**config.mk**
```make
export PLATFORM = sky130hd
export DESIGN_NAME = ex_stage_pipe
export DESIGN_NICKNAME = d
export VERILOG_FILES = /design/src/rtl/ex_stage_pipe.sv
export SDC_FILE = /design/constraint.sdc
export NUM_CORES = 1
export LEC_CHECK = 0
export ABC_AREA = 1
export CELL_PAD_IN_SITES_DETAIL_PLACEMENT = 1
export CELL_PAD_IN_SITES_GLOBAL_PLACEMENT = 1
export CORE_UTILIZATION = 30
export DETAILED_ROUTE_END_ITERATION = 7
export GPL_TIMING_DRIVEN = 0
export PLACE_DENSITY = 0.78
export REMOVE_ABC_BUFFERS = 1
export SLEW_MARGIN = 20
export SYNTH_ARGS = -nofsm -noshare
export SYNTH_HDL_FRONTEND = slang
export SYNTH_SLANG_ARGS = --single-unit
```
**constraint.sdc**
```tcl
create_clock -name clk -period 3.81 [get_ports clk]
set_input_delay 0.381 -clock clk [delete_from_list [all_inputs] [get_ports clk]]
set_output_delay 0.381 -clock clk [all_outputs]
set_load 0.1 [all_outputs]
```
**src/rtl/ex_stage_pipe.sv**
```systemverilog
// Handshaked execute stage: ALU, compare/branch, NZCV register and a registered output slot.
// Optional iterative shift-add multiplier for op 14 is built when EX_MUL_EN is defined.
module ex_stage_pipe #(
    parameter int unsigned DW = 32,
    parameter int unsigned RW = 6
) (
    input  logic          clk,
    input  logic          rst,
    input  logic          in_valid,
    output logic          in_ready,
    input  logic [3:0]    op,
    input  logic          src_sel,
    input  logic          imm_sel,
    input  logic          set_cond,
    input  logic [DW-1:0] data_a,
    input  logic [DW-1:0] data_b,
    input  logic [DW-1:0] alu_imm,
    input  logic [DW-1:0] ls_imm,
    input  logic [DW-1:0] br_imm,
    input  logic [DW-1:0] pc,
    input  logic [RW-1:0] rd,
    output logic          out_valid,
    input  logic          out_ready,
    output logic [DW-1:0] alu_result,
    output logic [DW-1:0] new_pc,
    output logic [DW-1:0] imm_out,
    output logic [RW-1:0] rd_out,
    output logic          branch_taken,
    output logic [3:0]    cond_out,
    output logic          busy
);
    localparam int unsigned SW = $clog2(DW);

    localparam logic [3:0] OP_ADD   = 4'd0;
    localparam logic [3:0] OP_SUB   = 4'd1;
    localparam logic [3:0] OP_AND   = 4'd2;
    localparam logic [3:0] OP_OR    = 4'd3;
    localparam logic [3:0] OP_XOR   = 4'd4;
    localparam logic [3:0] OP_SLL   = 4'd5;
    localparam logic [3:0] OP_SRL   = 4'd6;
    localparam logic [3:0] OP_SRA   = 4'd7;
    localparam logic [3:0] OP_SLT   = 4'd8;
    localparam logic [3:0] OP_SLTU  = 4'd9;
    localparam logic [3:0] OP_BEQ   = 4'd10;
    localparam logic [3:0] OP_BNE   = 4'd11;
    localparam logic [3:0] OP_BLT   = 4'd12;
    localparam logic [3:0] OP_BGE   = 4'd13;
    localparam logic [3:0] OP_MUL   = 4'd14;
    localparam logic [3:0] OP_PASSB = 4'd15;

    logic          accept;
    logic [DW-1:0] b_op;
    logic [SW-1:0] shamt;

    assign in_ready = ~busy & (~out_valid | out_ready);
    assign accept   = in_valid & in_ready;
    assign b_op     = src_sel ? (imm_sel ? ls_imm : alu_imm) : data_b;
    assign shamt    = b_op[SW-1:0];

    // Single-cycle ALU, branch compare and flag generation
    logic [DW:0]   add_full;
    logic [DW:0]   sub_full;
    logic [DW-1:0] alu_c;
    logic          br_c;
    logic          carry_c;
    logic          ovf_c;
    logic          slt_c;
    logic          sltu_c;

    always_comb begin
        add_full = {1'b0, data_a} + {1'b0, b_op};
        sub_full = {1'b0, data_a} - {1'b0, b_op};
        slt_c    = $signed(data_a) < $signed(b_op);
        sltu_c   = data_a < b_op;
        alu_c    = '0;
        br_c     = 1'b0;
        carry_c  = 1'b0;
        ovf_c    = 1'b0;
        case (op)
            OP_ADD: begin
                alu_c   = add_full[DW-1:0];
                carry_c = add_full[DW];
                ovf_c   = (data_a[DW-1] == b_op[DW-1]) && (add_full[DW-1] != data_a[DW-1]);
            end
            OP_SUB: begin
                alu_c   = sub_full[DW-1:0];
                carry_c = ~sub_full[DW];
                ovf_c   = (data_a[DW-1] != b_op[DW-1]) && (sub_full[DW-1] != data_a[DW-1]);
            end
            OP_AND:   alu_c = data_a & b_op;
            OP_OR:    alu_c = data_a | b_op;
            OP_XOR:   alu_c = data_a ^ b_op;
            OP_SLL:   alu_c = data_a << shamt;
            OP_SRL:   alu_c = data_a >> shamt;
            OP_SRA:   alu_c = $unsigned($signed(data_a) >>> shamt);
            OP_SLT:   alu_c = {{(DW-1){1'b0}}, slt_c};
            OP_SLTU:  alu_c = {{(DW-1){1'b0}}, sltu_c};
            OP_BEQ:   br_c  = (data_a == b_op);
            OP_BNE:   br_c  = (data_a != b_op);
            OP_BLT:   br_c  = slt_c;
            OP_BGE:   br_c  = ~slt_c;
            OP_PASSB: alu_c = b_op;
            default:  alu_c = '0;
        endcase
    end

    logic          mul_done;
    logic [DW-1:0] mul_res;
    logic [DW-1:0] mul_npc;
    logic [DW-1:0] mul_imm;
    logic [RW-1:0] mul_rd;
    logic          mul_set;

`ifdef EX_MUL_EN
    localparam bit MUL_EN = 1'b1;

    typedef enum logic {S_IDLE, S_MUL} state_t;
    state_t        state;
    state_t        state_nx;
    logic          mul_start;
    logic [SW-1:0] count;
    logic [DW-1:0] mcand;
    logic [DW-1:0] mplier;
    logic [DW-1:0] acc;

    assign busy    = (state == S_MUL);
    assign mul_res = acc + (mplier[0] ? mcand : '0);

    always_ff @(posedge clk or posedge rst) begin
        if (rst) state <= S_IDLE;
        else     state <= state_nx;
    end

    always_comb begin
        state_nx = state;
        case (state)
            S_IDLE:  if (accept && op == OP_MUL) state_nx = S_MUL;
            S_MUL:   if (count == SW'(DW - 1))   state_nx = S_IDLE;
            default: state_nx = S_IDLE;
        endcase
    end

    always_comb begin
        mul_start = 1'b0;
        mul_done  = 1'b0;
        case (state)
            S_IDLE:  mul_start = accept && (op == OP_MUL);
            S_MUL:   mul_done  = (count == SW'(DW - 1));
            default: ;
        endcase
    end

    // Shift-add datapath: one multiplier bit consumed per busy cycle
    always_ff @(posedge clk or posedge rst) begin
        if (rst) begin
            count   <= '0;
            mcand   <= '0;
            mplier  <= '0;
            acc     <= '0;
            mul_npc <= '0;
            mul_imm <= '0;
            mul_rd  <= '0;
            mul_set <= 1'b0;
        end else if (mul_start) begin
            count   <= '0;
            mcand   <= data_a;
            mplier  <= b_op;
            acc     <= '0;
            mul_npc <= pc + br_imm;
            mul_imm <= br_imm;
            mul_rd  <= rd;
            mul_set <= set_cond;
        end else if (busy) begin
            count  <= count + SW'(1);
            acc    <= mul_res;
            mcand  <= mcand << 1;
            mplier <= mplier >> 1;
        end
    end
`else
    localparam bit MUL_EN = 1'b0;

    assign busy     = 1'b0;
    assign mul_done = 1'b0;
    assign mul_res  = '0;
    assign mul_npc  = '0;
    assign mul_imm  = '0;
    assign mul_rd   = '0;
    assign mul_set  = 1'b0;
`endif

    logic alu_load;
    logic flag_ok;

    assign alu_load = accept & ~(MUL_EN & (op == OP_MUL));
    assign flag_ok  = set_cond & (op != OP_MUL);

    // Output slot and NZCV register; a load wins over a same-edge drain
    always_ff @(posedge clk or posedge rst) begin
        if (rst) begin
            out_valid    <= 1'b0;
            alu_result   <= '0;
            new_pc       <= '0;
            imm_out      <= '0;
            rd_out       <= '0;
            branch_taken <= 1'b0;
            cond_out     <= 4'b0000;
        end else if (mul_done) begin
            out_valid    <= 1'b1;
            alu_result   <= mul_res;
            new_pc       <= mul_npc;
            imm_out      <= mul_imm;
            rd_out       <= mul_rd;
            branch_taken <= 1'b0;
            if (mul_set) cond_out <= {mul_res[DW-1], mul_res == '0, 2'b00};
        end else if (alu_load) begin
            out_valid    <= 1'b1;
            alu_result   <= alu_c;
            new_pc       <= pc + br_imm;
            imm_out      <= br_imm;
            rd_out       <= rd;
            branch_taken <= br_c;
            if (flag_ok) cond_out <= {alu_c[DW-1], alu_c == '0, carry_c, ovf_c};
        end else if (out_ready) begin
            out_valid    <= 1'b0;
        end
    end
endmodule

```
==> metrics.md, run 1 <==
| Metric | Value |
|---|---|
| Run status | `finished, final reports clean` |
| CP Class | `in -> reg` |
| Share of cells above drive strength 1 | `under 10%` |
| R2R Path End | `cond_out[2]` |
| Vias per cell | `5.65` |
| Avg Inst Size Synth | `5.61 um^2` |
| Rel. slew slack | `approximately a quarter` |
| Final Max Slew Viols | `0` |
| Worst path required time | `4100 ps` |
| Crit end category | `flop` |
| CTS tree | `yes` |
| Vias in the first global route | `21,300` |
| Pre-CTS setup slack | `-2450 ps` |
| Initial Utilization | `a little under a third` |
| Hold_ws | `394 ps` |
| Post-route setup slack | `slightly above 70 ps` |
| Crit path launch type | `input port` |
| Clk pin slew, worst setup/hold paths | `about 70 ps` |
| First-pass GRT wire length | `128 mm` |
| Cts bufs inserted | `9` |
| Grt total ovfl | `0` |
| Die H | `237 um` |
| Reg2Reg Depth | `12` |
| Routed Antenna Nets | `0` |
| Final setup TNS | `0 ps` |
| R2r startpoint | `out_valid` |
| Deepest clock path buffer count | `2` |
| Layout area overhead | `30.4%` |
| CP max FO | `39` |
| Final worst path period share | `98.1%` |
| Pre-Repair DR Iteration Count | `5` |
| I/O pins | `319` |
| Critical Path AT | `4030 ps` |
| Placed cell areas | `roughly 20,000 um^2` |
| GRT Overall Usage | `29.6%` |
| Routed WL per cell | `around 22 um` |
| Chip width | `237 um` |
| DR iter-0 viols | `just over 2,000` |
| DIE AREA | `~56,000 um^2` |
| Final Hold Fails | `0` |
| Post-CTS Hold Fix Bufs | `0` |
| Minimum clock period | `3740 ps` |
| N_diodes | `0` |
| Hpwl dp | `between 60 and 70 mm` |
| Static Leak | `0.0105 uW` |
| Cell Pwr Density | `354 nW/um^2` |
| Crit. Startpoint | `alu_imm[4]` |
| IO buf count | `317` |
| Post-Route WL | `86.6 mm` |
| Post-synthesis cell count | `2,949` |
| Final core utilization | `between 30% and 40%` |
| Largest net degree at the start of global routing | `79` |
| # DRC | `0` |
| Worst reg-to-reg setup slack | `890 ps` |
| Gpl congestion | `1.00` |
| Number of max-cap violations | `0` |
| Peak supply drop | `0.236 mV` |
| Top FF cell, synth | `dfrtp_1` |
| Fmax | `267 MHz` |
| Post-synthesis async set-or-reset flop share | `between 90% and 100%` |
| Antenna violations before repair | `1` |
| Via count | `between 20,000 and 25,000` |
| Number of flops mapped to enable cells by yosys | `0` |
| Commonest non-fill, non-tap cell in the layout | `nand2_1` |
| FP Rows | `85` |
| Design Area, Final | `21,600 um^2` |
| Seq cells post-synth | `around 110` |
| Register area share after synthesis | `16.3%` |
| Most frequent cells in the layout | `nand2_1 (899), nand3_1 (467), clkdlybuf4s50_1 (313), inv_1 (298), nor2_1 (240)` |
| CTS root buf | `clkbuf_16` |
| HP Class | `in -> async` |
| H-tree levels | `3` |
| Number of clock sinks | `108` |
| Final setup violation count | `0` |
| Unique masters post-synth | `53` |
| Core area | `54,100 um^2` |
| Mapped Area | `16,600 um^2` |
| Nets | `3,530` |
| Worst-skew pair later-pin latency | `360 ps` |
| Synth warn | `0` |
| Setup Skew | `roughly 7.0 ps` |
| Worst Max-Slew Pin Slew | `1100 ps` |
-- flip-flops by register name, indices dropped and copies added, names as in the netlist --
| name | cells |
|---|---|
| out_valid | 1 |
| new_pc | 32 |
| branch_taken | 1 |
| imm_out | 32 |
| rd_out | 6 |
| alu_result | 32 |
| cond_out | 4 |
-- synth_stat cells, types with 11 or more instances --
| library cell | instances | area (um^2) |
|---|---|---|
| nand2_1 | 931 | 3490 |
| nand3_1 | 483 | 2420 |
| inv_1 | 305 | 1140 |
| nor2_1 | 274 | 1030 |
| a21oi_1 | 151 | 756 |
| o21ai_0 | 150 | 751 |
| ha_1 | 133 | 1660 |
| dfrtp_1 | 108 | 2700 |
| clkbuf_1 | 60 | 225 |
| buf_2 | 47 | 235 |
| nand4_1 | 36 | 225 |
| nor3_1 | 29 | 145 |
| a31oi_1 | 22 | 138 |
| o22ai_1 | 20 | 125 |
| o21ai_1 | 17 | 85.1 |
| a221oi_1 | 15 | 131 |
| o21a_1 | 13 | 97.6 |
| or2_2 | 13 | 81.3 |
| o21bai_1 | 12 | 90.1 |
| buf_1 | 11 | 41.3 |
-- metrics by stage --
stage                     cells  total power, uW
after floorplan            2816             4760
after global placement     3829             6330
after detailed placement   3842             6420
after CTS                  3861             7450
after global routing       3884             8010
final                      3884             7640
-- layout make-up --
class,count,area (um^2)
timing repair buffer,355,3740
sequential,108,2700
tap,696,871
multi-input combinational,2394,12700
clock buffer,11,233
inverter,316,1250
fill,7177,32500
timing repair inverter,1,8.76
clock inverter,3,40.0
-- worst max-delay path, stage by stage --
cell	delay, ps
clkdlybuf4s50_1	460
inv_1	50
a21oi_2	140
o21ai_2	80
o21ai_4	120
clkbuf_16	230
inv_16	90
ha_4	410
nor2_1	100
nand2_1	120
nand3_2	190
nand2_1	110
nand2_1	120
o21ai_0	230
a21oi_1	110
nor2_4	170
nand2_2	120
nor2_4	140
nand2_1	70
nor2_1	100
nand2_1	110
nor2_2	170
nand3_1	100
nand2_1	60
-- routing by layer --
layer	vias up	track usage [%]	routed length (um)
li1	10200	-	-
met1	10600	39.5	37200
met2	954	47.4	38900
met3	182	4.74	6620
met4	2	12.1	3860
met5	-	0	15
-- report_power, final --
| part | switching [uW] | leakage, uW | internal, uW | total [uW] |
|---|---|---|---|---|
| Clock | 424 | 0.000135 | 502 | 925 |
| Combinational | 3850 | 0.00900 | 1410 | 5260 |
| Sequential | 109 | 0.00134 | 1350 | 1460 |
| Total | 4380 | 0.0105 | 3250 | 7640 |
-- kinds of logic after synthesis --
group / after synthesis / share of synthesized area [%]
flip-flops: 108 / 16.3
XOR/XNOR: 17 / 0.900
AO/OA/AOI/OAI: 445 / 15.4
AND/OR/NAND/NOR: 1793 / 45.9
other: 1 / 0.0227
adder cells (fa/ha/maj): 136 / 10.4
buffers and inverters: 449 / 11.0
-- repair_timing --
| item | 4_1_cts | 5_1_grt |
|---|---|---|
| gates cloned | 3 | 2 |
| setup buffers | 2 | 21 |
| pin swaps | 0 | 27 |
| endpoints found under the setup margin | 37 | 7 |
| gates resized for setup | 63 | 122 |
-- worst max-delay path by stage --
stage | end | cells after the start
floorplan | new_pc[22] | 5
global placement | cond_out[2] | 22
global route | cond_out[2] | 26
detailed placement | cond_out[2] | 26
CTS | cond_out[2] | 22
finish | cond_out[2] | 24
No activity file was read; power rests on OpenSTA's default activity.
==> run 2, diff against run 1 <==
--- a/config.mk
+++ b/config.mk
@@ -8,6 +8,8 @@
 export ABC_AREA = 1
 export CELL_PAD_IN_SITES_DETAIL_PLACEMENT = 1
 export CELL_PAD_IN_SITES_GLOBAL_PLACEMENT = 1
+export CORE_ASPECT_RATIO = 1.5
+export CORE_MARGIN = 2
 export CORE_UTILIZATION = 30
 export DETAILED_ROUTE_END_ITERATION = 7
 export GPL_TIMING_DRIVEN = 0
==> metrics.md, run 2 (synthesis gave the netlist of run 1 again) <==
| Metric | Value |
|---|---|
| Initial Utilization | `30.3% (-0.29 points)` |
| Post-Route WL | `94.1 mm (+8.7%)` |
| I/O pins | `319 (unchanged)` |
| Minimum clock period | `3780 ps (+43.6 ps)` |
| DIE AREA | `57,100 um^2 (+1.8%)` |
| Worst path required time | `4120 ps (+20 ps)` |
| Die H | `292 um (+23%)` |
| Chip width | `196 um (-17%)` |
| Cts bufs inserted | `9 (unchanged)` |
| CTS tree | `yes` |
| First-pass GRT wire length | `136 mm (+6.5%)` |
| Rel. slew slack | `26.3% (-0.25 points)` |
| Layout area overhead | `31.7%` |
| CP max FO | `13 (-67%)` |
| Reg2Reg Depth | `12 (unchanged)` |
| Via count | `22,000 (+0.036%)` |
| Peak supply drop | `0.274 mV (+16%)` |
| Hpwl dp | `71.9 mm (+4.4%)` |
| Nets | `3,545 (+0.42%)` |
| Hold_ws | `483 ps (+88.5 ps)` |
| IO buf count | `317 (unchanged)` |
| Worst-skew pair later-pin latency | `360 ps (about the same)` |
| GRT Overall Usage | `31.6% (+2.0 points)` |
| Vias per cell | `5.62 (-0.48%)` |
| Final Max Slew Viols | `0 (unchanged)` |
| Worst Max-Slew Pin Slew | `1100 ps (+3.73 ps)` |
| Crit path launch type | `input port` |
| H-tree levels | `3 (unchanged)` |
| Final worst path period share | `99.3% (+1.1 points)` |
| Final Hold Fails | `0 (unchanged)` |
| Hold path depth | `2` |
| Routed Antenna Nets | `0 (unchanged)` |
| Biggest regs | `alu_result x32, imm_out x32, new_pc x32` |
| Crit-path most repeated cell | `nand2_1` |
| Most frequent cells in the layout | `nand2_1 (910), nand3_1 (469), clkdlybuf4s50_1 (314), inv_1 (298), nor2_1 (234)` |
| Setup Skew | `10.8 ps (+3.80 ps)` |
| Cell Pwr Density | `358 nW/um^2 (+1.1%)` |
| Commonest non-fill, non-tap cell in the layout | `nand2_1` |
| Final setup violation count | `0 (unchanged)` |
| # DRC | `0 (unchanged)` |
| Slowest library cell on the worst path | `clkdlybuf4s50_1` |
| Pre-Repair DR Iteration Count | `5 (unchanged)` |
| Routed WL per cell | `24.1 um (+8.2%)` |
| Number of max-cap violations | `0 (unchanged)` |
| Core area | `54,700 um^2 (+0.96%)` |
| HP Class | `reg -> reg` |
| FP Rows | `105 (+24%)` |
| Vias in the first global route | `22,500 (+5.8%)` |
| Largest net degree at the start of global routing | `79 (unchanged)` |
| Static Leak | `0.0106 uW (+0.81%)` |
| Clk pin slew, worst setup/hold paths | `80 ps (about the same)` |
| CP Cell Sequence | `clkdlybuf4s50_1, nor2_1, nand2_2, clkinvlp_4, nand2_1, o21ai_0, a221oi_1, nand3_1, nor2_4, nand2_1, nor2_1, nand2_1, nor2_1, nand3_1, nand2_1` |
| Fillers | `7,329 (+2.1%)` |
| Power Total | `7800 uW (+2.1%)` |
| CTS root buf | `clkbuf_16` |
| Final core utilization | `39.9% (about the same)` |
| Run status | `finished, final reports clean` |
| Max stage delay on crit path | `680 ps (+220 ps)` |
| Crit end category | `flop` |
| DR iter-0 viols | `1,297 (-36%)` |
| Antenna violations before repair | `4 (+3)` |
| Number of clock sinks | `108 (unchanged)` |
| Share of cells above drive strength 1 | `7.61% (+0.71 points)` |
| CP Class | `in -> reg` |
| Gpl congestion | `0.988 (-1.2%)` |
| Deepest clock path buffer count | `2 (unchanged)` |
| Fmax | `264 MHz (-1.2%)` |
| Critical Path AT | `4090 ps (+60 ps)` |
| Grt total ovfl | `0 (unchanged)` |
==> run 2: cell count changes in the layout (fill, tap and decap cells not counted), moves of 6 or more <==
| cell | previous run | this run |
|---|---|---|
| ha_1 | 116 | 109 |
| nand2_1 | 899 | 910 |
| ha_2 | 12 | 18 |
| nor2_1 | 240 | 234 |
| o21ai_0 | 146 | 132 |
| nand2_2 | 28 | 17 |
| a21oi_1 | 142 | 136 |
| buf_4 | 22 | 31 |
| o21ai_1 | 16 | 28 |
| a21oi_2 | 6 | 12 |
==> run 2: critical path: cells and delay by family <==
family                 cells  cell delay, ps
AO/OA/AOI/OAI              2             620
buffers and inverters      2            1240
AND/OR/NAND/NOR           11            1810
==> run 2: final timing paths <==
check / to / slack [ps] / from
max: cond_out[2] / 30 / op[0]
min: rd_out[4] / 480 / rd_out[4]
max reg2reg: cond_out[2] / 950 / out_valid
min in group asynchronous: new_pc[3] / 490 / rst
min reg2reg: rd_out[4] / 480 / rd_out[4]
max in group asynchronous: new_pc[14] / 2650 / rst
==> run 2: what timing repair did <==
| action | 4_1_cts | 5_1_grt |
|---|---|---|
| hold buffers | 0 | 0 |
| pin swaps | 6 | 21 |
| gates cloned | 9 | 4 |
| setup endpoints to repair | 37 | 7 |
| gates resized for setup | 111 | 102 |
| setup buffers | 9 | 22 |
==> run 2: area by class of cell <==
cell class	count	area, um^2	share of cell area [%]
antenna	4	10.0	0.0459
clock buffer	11	243	1.11
clock inverter	5	58.8	0.270
inverter	316	1250	5.74
multi-input combinational	2397	12800	58.7
sequential	108	2700	12.4
tap	695	870	3.99
timing repair buffer	364	3830	17.6
timing repair inverter	4	38.8	0.178
==> run 2: per-layer routing <==
| metal | routed length, um | vias up | share of wire [%] | global-route usage, % |
|---|---|---|---|---|
| met5 | 0 | - | 0 | 0 |
| met4 | 8570 | 0 | 9.1 | 21.6 |
| met3 | 4820 | 366 | 5.1 | 4.05 |
| met2 | 46600 | 840 | 50 | 57.3 |
| met1 | 34100 | 10500 | 36 | 33.9 |
| li1 | - | 10200 | - | - |
==> run 2: where the power goes <==
part           switching [uW]  internal, uW  total, uW  leakage (uW)
registers                 115          1350       1460       0.00134
clock network             466           532        998      0.000147
logic                    3910          1430       5340       0.00907
total                    4490          3310       7800        0.0106
==> run 2: through the flow <==
stage | instance area [um^2] | TNS, ps | setup WS (ps) | cells
floorplan | 15900 | -193590 | -2700 | 2816
global placement | 20000 | -586460 | -6370 | 3828
detailed placement | 20300 | -50150 | -2300 | 3840
CTS | 21200 | 0 | 3.40 | 3874
global route | 21800 | -54.1 | -54.1 | 3904
finish | 21800 | 0 | 27.2 | 3904
==> run 3, diff against run 2 <==
--- a/config.mk
+++ b/config.mk
@@ -6,14 +6,12 @@
 export NUM_CORES = 1
 export LEC_CHECK = 0
 export ABC_AREA = 1
-export CELL_PAD_IN_SITES_DETAIL_PLACEMENT = 1
-export CELL_PAD_IN_SITES_GLOBAL_PLACEMENT = 1
 export CORE_ASPECT_RATIO = 1.5
 export CORE_MARGIN = 2
 export CORE_UTILIZATION = 30
 export DETAILED_ROUTE_END_ITERATION = 7
 export GPL_TIMING_DRIVEN = 0
-export PLACE_DENSITY = 0.78
+export PLACE_DENSITY = 0.58
 export REMOVE_ABC_BUFFERS = 1
 export SLEW_MARGIN = 20
 export SYNTH_ARGS = -nofsm -noshare
==> metrics.md, run 3 (synthesis gave the netlist of run 1 again) <==
| Metric | Value |
|---|---|
| Layout area overhead | `30.7%` |
| Internal | `3260 uW (-1.4%)` |
| Design Area, Final | `21,600 um^2 (-0.73%)` |
| M1 WL | `31.2 mm (-8.5%)` |
| Post-Route WL | `89.5 mm (-4.9%)` |
| Number of max-cap violations | `0 (unchanged)` |
| Routed WL per cell | `23.0 um (-4.7%)` |
| Chip width | `196 um (unchanged)` |
| WL met3 | `5.60 mm (+16%)` |
| First-pass GRT wire length | `127 mm (-6.7%)` |
| Worst Max-Slew Pin Slew | `1080 ps (-26.4 ps)` |
| DR iter-0 viols | `1,752 (+35%)` |
| Worst path required time | `4120 ps (about the same)` |
| H-tree levels | `3 (unchanged)` |
| # DRC | `0 (unchanged)` |
| Minimum clock period | `3790 ps (+8.29 ps)` |
| Final setup violation count | `0 (unchanged)` |
| Crit end category | `flop` |
| Cell Pwr Density | `353 nW/um^2 (-1.4%)` |
| Switching power | `4370 uW (-2.6%)` |
| Fillers | `6,211 (-15%)` |
| Pre-CTS setup slack | `-2400 ps (-96.7 ps)` |
| Gpl congestion | `1.02 (+3.1%)` |
| Initial Utilization | `30.3% (unchanged)` |
| Clk pin slew, worst setup/hold paths | `80 ps (about the same)` |
| Worst-skew pair later-pin latency | `360 ps (about the same)` |
| Placed insts | `3,842 (+0.052%)` |
| FP Rows | `105 (unchanged)` |
| Vias in the first global route | `21,100 (-6.2%)` |
| Clock power share | `12.9% (about the same)` |
| Critical Path AT | `4100 ps (about the same)` |
| Met2 wire length | `43.9 mm (-5.8%)` |
| Net Sw Frac | `57.3% (-0.32 points)` |
| Run status | `finished, final reports clean` |
| Die H | `292 um (unchanged)` |
| HP Class | `in -> async` |
| I/O pins | `319 (unchanged)` |
| Hpwl dp | `67.7 mm (-5.9%)` |
| Nets | `3,539 (-0.17%)` |
| Routed Antenna Nets | `0 (unchanged)` |
| Rel. slew slack | `28.0% (+1.8 points)` |
| Post-route setup slack | `18.9 ps (-8.29 ps)` |
| Comb pwr share | `68.1% (-0.4 points)` |
| Fin cells | `3,893 (-0.28%)` |
| Number of clock sinks | `108 (unchanged)` |
| Commonest non-fill, non-tap cell in the layout | `nand2_1` |
| Antenna violations before repair | `2 (-2)` |
| Final worst path period share | `99.5% (+0.22 points)` |
| Placed cell areas | `20,400 um^2 (+0.21%)` |
| CP max FO | `34 (+21)` |
| Final Hold Fails | `0 (unchanged)` |
| Deepest clock path buffer count | `2 (unchanged)` |
| Largest net degree at the start of global routing | `79 (unchanged)` |
| Final Max Slew Viols | `0 (unchanged)` |
| Fmax | `264 MHz (-0.22%)` |
| Reg power frac | `19.0% (+0.3 points)` |
| Biggest regs | `alu_result x32, imm_out x32, new_pc x32` |
| Power Total | `7630 uW (-2.1%)` |
| Peak supply drop | `0.254 mV (-7.5%)` |
| N_diodes | `0 (-4)` |
| DIE AREA | `57,100 um^2 (unchanged)` |
| Static Leak | `0.0105 uW (-0.52%)` |
| Max Used Layer | `met5` |
| Pre-Repair DR Iteration Count | `6 (+1)` |
| Crit path launch type | `input port` |
| CTS root buf | `clkbuf_16` |
| CP Class | `in -> reg` |
| Setup Skew | `15.7 ps (+4.84 ps)` |
| Vias per cell | `5.54 (-1.5%)` |
| Share of cells above drive strength 1 | `6.75% (-0.86 points)` |
| IO buf count | `317 (unchanged)` |
| Cts bufs inserted | `9 (unchanged)` |
| Grt total ovfl | `0 (unchanged)` |
| Core area | `54,700 um^2 (unchanged)` |
| Via count | `21,600 (-1.8%)` |
| Most frequent cells in the layout | `nand2_1 (909), nand3_1 (473), clkdlybuf4s50_1 (314), inv_1 (300), nor2_1 (242)` |
| CTS tree | `yes` |
| GRT Overall Usage | `29.7% (-1.9 points)` |
## run 3: power groups by stage
| stage | sequential, uW | combinational, uW | clock (uW) |
|---|---|---|---|
| 2_1_floorplan | 2950 | 1810 | 0 |
| 3_3_place_gp | 1470 | 4860 | 0 |
| 3_5_place_dp | 1480 | 4890 | 0 |
| 4_1_cts | 1450 | 5020 | 1030 |
| 5_1_grt | 1480 | 5500 | 1060 |
| 6_report | 1450 | 5200 | 983 |
## run 3: final cells by class
cell class,instances,area (um^2),share of cell area (%)
clock buffers,9,225,1.04
clock inverters,6,77.6,0.359
inverters,316,1270,5.89
multi-input cells,2397,12600,58.3
flip-flops and latches,108,2700,12.5
well taps,695,870,4.02
repair buffers,359,3860,17.8
repair inverters,3,25.0,0.116
## run 3: final timing paths
path	start	endpoint	slack (ps)	cells past startpoint
max	imm_sel	cond_out[2]	20	26
min	rst	out_valid	380	2
max reg2reg	out_valid	cond_out[2]	1000	12
min reg2reg	rd_out[4]	rd_out[4]	480	2
max in group asynchronous	rst	imm_out[25]	2690	3
min in group clk	rd_out[4]	rd_out[4]	480	2
## run 3: metal layers
layer	vias up	global-route usage [%]
li1	10200	-
met1	9847	30.8
met2	1097	54.5
met3	393	3.80
met4	2	21.9
met5	-	0
## run 3: worst max-delay path, stage by stage
cell       delay, ps
buf_8            170
buf_16           170
inv_16            70
nand2_1          130
nand3_4          100
nand2_8          180
buf_16           210
clkinv_16        140
ha_2             230
nand2_1           80
nand3_1          160
nand2_1           90
nand2_1          140
nand2_1          110
nand2_2          140
a21oi_1          160
nand2_1           80
a21oi_2          220
nand2_1           80
nor2_1           230
nand2_1           80
nor2_1           140
nand2_2          140
nor2_1           160
nand3_1           90
nand2_1           60
## run 3: per-stage QoR
| stage | hold WS [ps] | utilization (%) | TNS, ps |
|---|---|---|---|
| after floorplan | 491 | - | -193590 |
| after global placement | 461 | 36.5 | -637310 |
| after detailed placement | 464 | 37.3 | -50340 |
| after CTS | 393 | 38.7 | 0 |
| after global routing | 421 | 39.6 | -18.5 |
| final | 384 | 39.6 | 0 |
## run 3: timing repair
action / CTS / global route
endpoints found under the setup margin: 35 / 3
hold buffers: 0 / 0
cloned: 7 / 7
setup buffers: 7 / 15
gates resized for setup: 83 / 82
pin swaps: 6 / 15
